## src/rtl/bin_to_bcd_digits_if.sv

```systemverilog
// Request/result bundle between the application datapath (master) and the
// binary-to-BCD converter (slave).
interface bin_to_bcd_digits_if #(
  parameter int W = 27
);
  logic         in_valid;
  logic [W-1:0] value;
  logic         busy;
  logic         done;
  logic [31:0]  bcd;
  logic [7:0]   an_on;
  logic         overflow;

  modport master (
    output in_valid, value,
    input  busy, done, bcd, an_on, overflow
  );

  modport slave (
    input  in_valid, value,
    output busy, done, bcd, an_on, overflow
  );
endinterface

```

## src/rtl/bin_to_bcd_digits.sv

```systemverilog
// Sequential double-dabble converter, one iteration per clock, feeding eight
// packed BCD digits and a leading-zero blanking mask to the display driver.
module bin_to_bcd_digits #(
  parameter int W        = 27,
  parameter bit BLANK_EN = 1'b1
) (
  input  logic                clk,
  input  logic                reset,
  bin_to_bcd_digits_if.slave  bus
);

  typedef enum logic {
    S_IDLE,
    S_SHIFT
  } state_t;

  localparam logic [W-1:0] MAX_VAL  = W'(99_999_999);
  localparam logic [4:0]   CNT_LAST = 5'(W - 1);

  state_t       r_state;
  state_t       w_state_nxt;
  logic [W-1:0] r_shift;
  logic [31:0]  r_scratch;
  logic [4:0]   r_cnt;
  logic         r_ovf_pend;
  logic [31:0]  r_bcd;
  logic [7:0]   r_an_on;
  logic         r_overflow;
  logic         r_done;

  logic [31:0]  w_adj;
  logic [31:0]  w_scratch_nxt;
  logic [W-1:0] w_shift_nxt;
  logic [7:0]   w_mask;
  logic         w_zero;
  logic         w_last;

  // NOTE: every always_comb output gets a default first so no path can infer a latch.
  always_comb begin
    w_state_nxt = r_state;
    w_last      = 1'b0;
    case (r_state)
      S_IDLE:  if (bus.in_valid) w_state_nxt = S_SHIFT;
      S_SHIFT: begin
        w_last = (r_cnt == CNT_LAST);
        if (w_last) w_state_nxt = S_IDLE;
      end
      default: w_state_nxt = S_IDLE;
    endcase
  end

  // NOTE: sequential state uses non-blocking assignments so all registers update together.
  always_ff @(posedge clk) begin
    if (!reset) r_state <= S_IDLE;
    else        r_state <= w_state_nxt;
  end

  // Add-3 on every nibble >= 5, then shift {scratch, shift_reg} left by one.
  always_comb begin
    w_adj = r_scratch;
    for (int i = 0; i < 8; i++) begin
      if (r_scratch[4*i +: 4] >= 4'd5) w_adj[4*i +: 4] = r_scratch[4*i +: 4] + 4'd3;
    end
    {w_scratch_nxt, w_shift_nxt} = {w_adj[30:0], r_shift, 1'b0};
  end

  // Digit i is blanked only when it and every more significant digit are zero;
  // the units digit always stays lit.
  always_comb begin
    w_mask = 8'h00;
    w_zero = 1'b1;
    for (int i = 7; i >= 1; i--) begin
      w_zero    = w_zero & (w_scratch_nxt[4*i +: 4] == 4'd0);
      w_mask[i] = w_zero;
    end
    if (!BLANK_EN || r_ovf_pend) w_mask = 8'h00;
  end

  always_ff @(posedge clk) begin
    if (!reset) begin
      r_shift    <= '0;
      r_scratch  <= '0;
      r_cnt      <= '0;
      r_ovf_pend <= 1'b0;
      r_bcd      <= '0;
      r_an_on    <= BLANK_EN ? 8'hFE : 8'h00;
      r_overflow <= 1'b0;
      r_done     <= 1'b0;
    end else begin
      r_done <= 1'b0;
      if (r_state == S_IDLE) begin
        if (bus.in_valid) begin
          r_shift    <= bus.value;
          r_scratch  <= '0;
          r_cnt      <= '0;
          r_ovf_pend <= (bus.value > MAX_VAL);
        end
      end else begin
        r_shift   <= w_shift_nxt;
        r_scratch <= w_scratch_nxt;
        r_cnt     <= r_cnt + 5'd1;
        if (w_last) begin
          r_bcd      <= r_ovf_pend ? 32'hFFFF_FFFF : w_scratch_nxt;
          r_overflow <= r_ovf_pend;
          r_an_on    <= w_mask;
          r_done     <= 1'b1;
        end
      end
    end
  end

  assign bus.busy     = (r_state == S_SHIFT);
  assign bus.done     = r_done;
  assign bus.bcd      = r_bcd;
  assign bus.an_on    = r_an_on;
  assign bus.overflow = r_overflow;

endmodule

```

## src/flat_wrapper.sv

```systemverilog
// flat-port wrapper written by rule: the top's interface ports become plain ports
module bin_to_bcd_digits_flat 
#(
  parameter int W        = 27,
  parameter bit BLANK_EN = 1'b1
)
  (clk, reset, bus_in_valid, bus_value, bus_busy, bus_done, bus_bcd, bus_an_on, bus_overflow);
  bin_to_bcd_digits_if #(.W(W)) bus_i ();
  input  logic clk;
  input  logic reset;
  input wire logic [$bits(bus_i.in_valid)-1:0] bus_in_valid;
  input wire logic [$bits(bus_i.value)-1:0] bus_value;
  output wire logic [$bits(bus_i.busy)-1:0] bus_busy;
  output wire logic [$bits(bus_i.done)-1:0] bus_done;
  output wire logic [$bits(bus_i.bcd)-1:0] bus_bcd;
  output wire logic [$bits(bus_i.an_on)-1:0] bus_an_on;
  output wire logic [$bits(bus_i.overflow)-1:0] bus_overflow;
  assign bus_i.in_valid = bus_in_valid;
  assign bus_i.value = bus_value;
  assign bus_busy = bus_i.busy;
  assign bus_done = bus_i.done;
  assign bus_bcd = bus_i.bcd;
  assign bus_an_on = bus_i.an_on;
  assign bus_overflow = bus_i.overflow;
  bin_to_bcd_digits #(.W(W), .BLANK_EN(BLANK_EN)) u_core (.clk(clk), .reset(reset), .bus(bus_i));
endmodule
```

## config.mk

```make
export PLATFORM = sky130hd
export DESIGN_NAME = bin_to_bcd_digits_flat
export DESIGN_NICKNAME = d
export VERILOG_FILES = /design/src/rtl/bin_to_bcd_digits_if.sv /design/src/rtl/bin_to_bcd_digits.sv /design/src/flat_wrapper.sv
export SDC_FILE = /design/constraint.sdc
export NUM_CORES = 1
export LEC_CHECK = 0
export CAP_MARGIN = 20
export CORE_UTILIZATION = 43
export CTS_CLUSTER_SIZE = 20
export DETAILED_ROUTE_END_ITERATION = 10
export DONT_BUFFER_PORTS = 1
export HOLD_SLACK_MARGIN = 0.1
export PLACE_DENSITY_LB_ADDON = 0.3
export RECOVER_POWER = 100
export SYNTH_ARGS = -nofsm -noshare
export SYNTH_HDL_FRONTEND = slang
export SYNTH_SLANG_ARGS = --single-unit
```

## constraint.sdc

```tcl
create_clock -name clk -period 7.8 [get_ports clk]
set_input_delay 1.56 -clock clk [delete_from_list [all_inputs] [get_ports clk]]
set_output_delay 1.56 -clock clk [all_outputs]
set_load 0.01 [all_outputs]
```

==> results of run 1 <==
==> per-stage QoR <==
stage | total power (W) | setup slack (ps) | cell area [um2] | utilization, % | cells
floorplan | 0.000623 | 4880 | 5030 | - | 632
global placement | 0.000626 | 4280 | 5090 | 44.5 | 739
detailed placement | 0.000627 | 4110 | 5090 | 44.5 | 739
CTS | 0.00111 | 4110 | 5400 | 47.3 | 754
global route | 0.00114 | 2680 | 5400 | 47.2 | 754
finish | 0.00110 | 3210 | 5400 | 47.2 | 754
==> power breakdown <==
group,internal [W],switching [W],leakage [nW]
registers,0.000556,0.0000161,0.867
clock network,0.000282,0.000200,0.154
logic,0.0000178,0.0000246,1.14
==> metal layers <==
metal | part of all wire (%) | track usage [%]
met5 | 0 | 0
met4 | 0.77 | 5.08
met3 | 6.9 | 6.29
met2 | 48 | 34.6
met1 | 44 | 24.4
==> synth_stat cells (3+ instances only) <==
| cell type | number |
|---|---|
| o21ai_0 | 28 |
| and3_1 | 17 |
| nand2b_1 | 13 |
| xnor2_1 | 9 |
| a221o_1 | 3 |
| nand2_1 | 34 |
| o22ai_1 | 18 |
| o31ai_1 | 3 |
| buf_1 | 7 |
| o21a_1 | 4 |
| a21oi_1 | 80 |
| dfxtp_1 | 107 |
| nor3_1 | 30 |
| ha_1 | 18 |
| nand3_1 | 6 |
| or4_1 | 3 |
| nand4_1 | 6 |
| a31oi_1 | 4 |
| mux2i_1 | 35 |
| inv_1 | 22 |
| clkbuf_1 | 29 |
| nor2_1 | 130 |
| nor3b_1 | 6 |
==> logic make-up after synthesis <==
kind of cell               count (synthesis)  synth area share, %
buffers and inverters                     60                 4.58
muxes                                     35                 6.96
DFF                                      107                 42.6
and+or+nand+nor                          251                 22.5
AOI/OAI and AO/OA                        150                 17.1
xor gates and xnor gates                  10                 1.74
adders and majority gates                 18                 4.48
other                                      1               0.0745
==> layout by cell type, fill, tap and decap left out, types with 6 or more instances in the layout <==
master / count
a21oi_1: 80
and3_1: 17
clkbuf_16: 9
dfxtp_1: 106
ha_1: 18
inv_1: 22
mux2i_1: 35
nand2_1: 34
nand2b_1: 13
nand3_1: 6
nand4_1: 6
nor2_1: 130
nor3_1: 29
nor3b_1: 6
o21ai_0: 28
o22ai_1: 18
xnor2_1: 9
==> registers in the layout, summed over array words and instances, names as in the netlist <==
register,cells
u_core.bus.bcd,32
u_core.r_ovf_pend,1
u_core.r_cnt,5
u_core.r_shift,27
u_core.bus.an_on,7
u_core.bus.done,1
u_core.bus.busy,1
u_core.bus.overflow,1
u_core.r_scratch,32
==> worst min-delay path by stage <==
stage | start | cells past startpoint | end
after floorplan | u_core.r_shift[9] | 2 | u_core.r_shift[10]
after global placement | u_core.r_shift[20] | 2 | u_core.r_shift[21]
after detailed placement | u_core.r_shift[12] | 2 | u_core.r_shift[13]
after CTS | u_core.r_shift[0] | 2 | u_core.r_shift[1]
after global routing | u_core.r_shift[24] | 2 | u_core.r_shift[25]
final | u_core.r_shift[18] | 2 | u_core.r_shift[19]
==> worst min-delay path, stage by stage (launching register included) <==
cell and delay [ps]:
dfxtp_1 330, a21oi_1 60, nor2_1 70
==> area by class of cell <==
| cell class | instances | area (um2) | area share, % |
|---|---|---|---|
| Inverter | 22 | 82.6 | 1.53 |
| Clock inverter | 5 | 83.8 | 1.55 |
| Multi-Input combinational cell | 465 | 2660 | 49.4 |
| Clock buffer | 10 | 229 | 4.24 |
| Tap cell | 143 | 179 | 3.32 |
| Sequential cell | 107 | 2150 | 39.8 |
| Timing Repair Buffer | 2 | 11.3 | 0.209 |
==> results.md, run 1 <==
* Clock Latency Late Sink at 340 ps
* Synth Warn # at 0
* Asr flop ratio synth at 0%
* # hold bufs at CTS at 0
* Largest net degree at the start of global routing at 106
* Max clock buf depth at 2
* Critical Path Start: reset
* CP max FO at 92
* Grt ovf at 0
* H-Tree Depth at 3
* Min Hold Slack at 488 ps
* Cell count after synthesis at 632
* Synth unique cells at 40
* Ports at 73
* # DRC at 0
* Unrepaired setup endpoints after global routing: no
* Cell count along the critical path at 3
* First-pass DRT Iterations at 5
* Syn-to-layout area delta at 7.24%
* Largest area contributor in the netlist: dfxtp_1
* Post-CTS setup buffer count at 0
* Share of post-route cells with drive strength above 1 at 3.11%
* Critical-path top delay cell: clkbuf_1
* Yosys top cell area share at 42.6%
* Gr usage total at 20.1%
* Wire per inst at 15.4 um
* Nets at 655
* Setup TNS at 0 ps
* Max-slew violations at 93
* Clock Sinks at 107
* Number of CTS-inserted buffers at 9
* Worst Hold Class: flop to flop
* Synthesized area at 5030 um2
* Die area at 12100 um2
* Setup Skew at 10.9 ps
* Starting Density at 44.1%
* Via count at 4223
* Post-cts sizing count at 0
* Reg2reg end: u_core.bus.an_on[1]
* First-iteration detailed-routing DRC count at 251
* Die Ht at 110 um
* Die extent in x at 110 um
* Vias in the first global route at 3953
* RD Place Congestion at 0.819
* CP endpoint: u_core.r_scratch[7]
* Synth area leaders: dfxtp_1 43%, nor2_1 9.7%, a21oi_1 8.0%, mux2i_1 7.0%, ha_1 4.5%
* Worst R2R Path Depth at 6
* Slew @ Worst Pin at 4000 ps
* Clock root cell: clkbuf_16
* Port bufs at 0
* Register area share after synthesis at 42.6%
* Violated checks: capacitance limit, slew limit
* Slew margin rel. at -167%
* Detailed placement HPWL at 7500 um
* Final setup violation count at 0
* Final WL at 11600 um
* FILL cells at 1102
* Number of max-cap violations at 1
* CTS tree: done
* FP Rows at 39
* Crit path capture type: flop
* Post-synth EDFFs at 0
* Antenna violation net count after detailed routing at 0
* Status: finished, violations left
* Final hold violation count at 0
* Synthesized Nets at 680
* Cell family with most CP delay: buffers and inverters
* Flops & latches, synth at 107
* Flop-to-flop setup slack at 4190 ps
* Critical Path, Cell by Cell: inv_1, clkbuf_1, nor2_1
* Final period utilization at 58.8%
* Post-layout min period at 4590 ps
* Crit path required time at 7850 ps
* Initial antenna violation count at 0
* First-pass GRT wire length at 19100 um
* Mean number of vias per cell at 5.60
* Core area at 11400 um2
* Main flop type after synthesis: dfxtp_1
* Crit start category: input pin
* Worst endpoint data arrival time at 4640 ps
* Static Leak at 2.16 nW
* Slowest stage delay, CP at 2790 ps
* Worst Path Buf+Inv at 2
* Maximum clock rate at 218 MHz
* Kind of critical path: input pin to flop
* Startpoint of the worst register-to-register path: u_core.bus.busy
* Diode count at 0
* Worst vdd ir at 170 uV
* Mean Syn Cell Area at 7.96 um2
* PD cells at 203 nW/um2
* Reg clk slew, reported paths at 70 ps
Note: power is estimated with default switching activity, not from simulation.
==> run 2: changes to the inputs <==
clock period = 4.1 ns   (was 7.8 ns; I/O delays follow)
==> results.md, run 2 (synthesis gave the netlist of run 1 again) <==
* Slew @ Worst Pin at 1610 ps
* Post-route cell area at 5400 um2
* Wire per inst at 15.6 um
* Kind of critical path: flop to flop
* Final hold violation count at 0
* Crit start category: flop
* Commonest non-fill, non-tap cell in the layout: nor2_1
* Routed wl met3 at 836 um
* Slew margin rel. at -7.25%
* Port bufs at 0
* Maximum clock rate at 331 MHz
* Crit path capture type: flop
* # DRC at 0
* Die extent in x at 110 um
* Syn-to-layout area delta at 7.36%
* Slowest stage delay, CP at 660 ps
* Final WL at 11800 um
* Most frequent cells in the layout: 130 x nor2_1, 107 x dfxtp_1, 80 x a21oi_1
* Antenna violation net count after detailed routing at 0
* Post-layout min period at 3020 ps
* FP Rows at 39
* Vias in the first global route at 4103
* Min-Delay Startpoint: u_core.r_shift[8]
* First-pass DRT Iterations at 4
* Core area at 11400 um2
* Share of post-route cells with drive strength above 1 at 3.09%
* Nets at 657
* Gr usage total at 20.6%
* Max-slew violations at 36
* Post-CTS setup buffer count at 0
* Via count at 4231
* Clock Latency Late Sink at 340 ps
* Clock root cell: clkbuf_16
* Status: finished, violations left
* Placed Area at 5100 um2
* Area of the multi-input gates at 2660 um2
* FILL cells at 1110
* Critical Path, Cell by Cell: inv_1, ha_1, nand2_1, or3_1, or4b_1, a2111oi_4, o2111ai_1, o31ai_1
* Util after Layout at 47.3%
* Setup TNS at 0 ps
* Worst Hold Path Cells at 2
* Die area at 12100 um2
* Final setup violation count at 0
* Crit path required time at 4360 ps
* Starting Density at 44.1%
* PD cells at 385 nW/um2
* Critical Path Start: u_core.r_cnt[0]
* Reg clk slew, reported paths at 70 ps
* Worst R2R Path Depth at 8
* Critical-path top delay cell: or4b_1
* Top sig layer: met4
* Die Ht at 110 um
* Clock Sinks at 107
* H-Tree Depth at 3
* Detailed placement HPWL at 7860 um
* Startpoint of the worst register-to-register path: u_core.r_cnt[0]
* Ports at 73
* RD Place Congestion at 0.821
* Unrepaired setup endpoints after global routing: no
* Diode count at 0
* CTS tree: done
* Max clock buf depth at 2
* Violated checks: capacitance limit, slew limit
* Wire length on met1 at 5080 um
* Final period utilization at 73.7%
* CP max FO at 19
* Cell family with most CP delay: simple AND/OR/NAND/NOR gates
* Worst endpoint data arrival time at 3280 ps
* Mean number of vias per cell at 5.59
* Met2 wire length at 5770 um
* Static Leak at 2.17 nW
* Cell count along the critical path at 8
* Grt ovf at 0
* Worst vdd ir at 350 uV
* Setup Skew at 7.91 ps
* Initial antenna violation count at 0
* Worst Hold Class: flop to flop
* First-pass GRT wire length at 19300 um
* Number of max-cap violations at 1
* Largest net degree at the start of global routing at 105
* Post-cts sizing count at 0
* FF/Latch Area at 2140 um2
* First-iteration detailed-routing DRC count at 191
* # hold bufs at CTS at 0
* Number of CTS-inserted buffers at 9
* Worst Path Buf+Inv at 1
-- run 2: worst min-delay path, stage by stage (launching register included) --
cell and delay [ps]:
dfxtp_1 320, a21oi_1 60, nor2_1 70
-- run 2: area by class of cell --
cell class	count	area share, %
well taps	143	3.31
repair buffers	4	0.347
flip-flops and latches	107	39.7
inverters	22	1.53
clock inverters	5	1.04
multi-input cells	465	49.2
clock buffers	11	4.89
-- run 2: metrics by stage --
| step | hold slack, ps | setup WS [ps] | total power [W] | std cells |
|---|---|---|---|---|
| 4_1_cts | 490 | 1080 | 0.00211 | 757 |
| 6_report | 484 | 1080 | 0.00208 | 757 |
| 3_3_place_gp | 462 | 1180 | 0.00119 | 741 |
| 2_1_floorplan | 454 | 1590 | 0.00119 | 632 |
| 5_1_grt | 517 | 834 | 0.00217 | 757 |
| 3_5_place_dp | 469 | 1060 | 0.00120 | 741 |
-- run 2: worst paths after layout --
kind,to,slack [ps]
setup / recovery,u_core.bus.an_on[1],1080
hold / removal,u_core.r_shift[9],480
setup reg to reg,u_core.bus.an_on[1],1080
hold reg to reg,u_core.r_shift[9],480
-- run 2: per-layer routing --
layer	global-route usage, %	vias up
met4	7.05	0
met2	36.3	104
met1	23.3	1978
li1	-	2136
met5	0	-
met3	6.58	13
-- run 2: where the power goes --
group | total [W] | switching (W) | internal (W)
registers | 0.00107 | 0.0000118 | 0.00106
clock network | 0.000906 | 0.000379 | 0.000527
logic | 0.000103 | 0.0000682 | 0.0000343
==> run 3: changes to the inputs <==
clock period = 3.1 ns   (was 4.1 ns; I/O delays follow)
==> results.md, run 3 (synthesis gave the netlist of run 1 again) <==
* Die area at 12100 um2
* Kind of critical path: flop to flop
* Slowest stage delay, CP at 1230 ps
* CTS tree: done
* Post-route cell area at 5410 um2
* Final setup violation count at 0
* Antenna violation net count after detailed routing at 0
* Gr usage total at 20.2%
* Syn-to-layout area delta at 7.61%
* Combinational power share at 5.0%
* Nets at 658
* Mean number of vias per cell at 5.64
* Die extent in x at 110 um
* Cell family with most CP delay: buffers and inverters
* Final WS setup at 456 ps
* # hold bufs at CTS at 0
* Worst Path Buf+Inv at 2
* Worst Hold Class: input pin to flop
* Min-Delay Startpoint: reset
* Area of the multi-input gates at 2660 um2
* Detailed placement HPWL at 7630 um
* First-pass GRT wire length at 19100 um
* FF/Latch Area at 2140 um2
* Number of CTS-inserted buffers at 9
* CP endpoint: u_core.bus.bcd[3]
* Core area at 11400 um2
* Most frequent cells in the layout: 130 x nor2_1, 107 x dfxtp_1, 80 x a21oi_1
* Placed Area at 5120 um2
* Reg clk slew, reported paths at 70 ps
* Post-layout min period at 2640 ps
* Clock Latency Late Sink at 350 ps
* Clock Sinks at 107
* Switching Power at 0.000611 W
* Final hold violation count at 0
* Net Sw Frac at 22.3%
* Port bufs at 0
* H-Tree Depth at 3
* FP Rows at 39
* Unrepaired setup endpoints after global routing: no
* Vias in the first global route at 4090
* Setup Skew at 7.77 ps
* First-iteration detailed-routing DRC count at 321
* Via count at 4278
* Worst R2R Path Depth at 7
* Post-CTS setup buffer count at 0
* Slew @ Worst Pin at 1640 ps
* # DRC at 0
* Static Leak at 2.17 nW
* Commonest non-fill, non-tap cell in the layout: nor2_1
* Crit path capture type: flop
* Share of post-route cells with drive strength above 1 at 3.25%
* Max-slew violations at 36
* Worst vdd ir at 404 uV
* Clock share of power at 43.2%
* Critical Path, Cell by Cell: inv_1, ha_1, nand2_1, nor3_1, clkbuf_1, o21ai_0, a21oi_1
* Ports at 73
* Grt ovf at 0
* Post-placement cell count at 742
* Diode count at 0
* Critical-path top delay cell: clkbuf_1
* Die Ht at 110 um
* Max clock buf depth at 2
* Number of max-cap violations at 1
* Pre-CTS setup slack at 461 ps
* Finished Layout Cells at 758
* Critical Path Start: u_core.r_cnt[0]
* Final period utilization at 85.3%
* Worst endpoint data arrival time at 2910 ps
* Starting Density at 44.1%
* Initial antenna violation count at 0
* CP max FO at 35
* Cell count along the critical path at 7
* Final WL at 11600 um
* Flop pwr share at 51.7%
* FILL cells at 1099
* Slew margin rel. at -9.49%
* Cell internal pwr at 0.00212 W
* Tot Pwr at 0.00274 W
* Wire per inst at 15.3 um
* First-pass DRT Iterations at 4
* Crit path required time at 3370 ps
* Status: finished, violations left
* PD cells at 505 nW/um2
* RD Place Congestion at 0.842
* Startpoint of the worst register-to-register path: u_core.r_cnt[0]
* Maximum clock rate at 378 MHz
* Largest net degree at the start of global routing at 105
* Setup TNS at 0 ps
* Crit start category: flop
* Reg2reg end: u_core.bus.bcd[3]
* Violated checks: capacitance limit, slew limit
* Flop-to-flop setup slack at 460 ps
* Clock root cell: clkbuf_16
* Post-cts sizing count at 0
==> run 3: cell count changes in the layout (fill, tap and decap cells not counted) <==
cell / change
buf_12: +1
clkbuf_1: +1
clkbuf_16: -1
clkbuf_8: +1
clkinv_2: -2
clkinv_4: +1
clkinvlp_4: -1
inv_1: -1
inv_2: +1
inv_6: +1
==> run 3: metal layers <==
layer	track usage, %	share of wire [%]	vias up	wire length (um)
li1	-	-	2140	-
met1	23.7	44	2011	5140
met2	35.4	48	113	5540
met3	5.82	6.9	14	800
met4	5.92	1.1	0	125
met5	0	0	-	0
==> run 3: worst min path at each step <==
stage | to | slack, ps | cells past startpoint
floorplan | u_core.r_shift[10] | 450 | 2
global placement | u_core.r_shift[21] | 460 | 2
detailed placement | u_core.r_shift[13] | 470 | 2
CTS | u_core.r_scratch[16] | 380 | 1
global route | u_core.r_scratch[16] | 380 | 1
finish | u_core.r_scratch[16] | 390 | 1
==> run 3: metrics by stage <==
| stage | utilization (%) | hold WS, ps |
|---|---|---|
| finish | 47.4 | 390 |
| global route | 47.4 | 378 |
| CTS | 47.6 | 378 |
| detailed placement | 44.8 | 475 |
| global placement | 44.8 | 463 |
| floorplan | - | 454 |
==> run 3: area by class of cell <==
cell class / instances / area share (%)
Clock inverter: 4 / 1.04
Timing Repair Buffer: 5 / 0.716
Sequential cell: 107 / 39.6
Inverter: 22 / 1.53
Tap cell: 143 / 3.30
Multi-Input combinational cell: 465 / 49.1
Clock buffer: 12 / 4.74
==> run 3: power groups by stage <==
stage	Clock (W)	Sequential [W]	Combinational (W)
final	0.00118	0.00141	0.000138
after floorplan	0	0.00144	0.000127
after global placement	0	0.00144	0.000135
after CTS	0.00121	0.00141	0.000140
after detailed placement	0	0.00145	0.000140
after global routing	0.00127	0.00142	0.000156
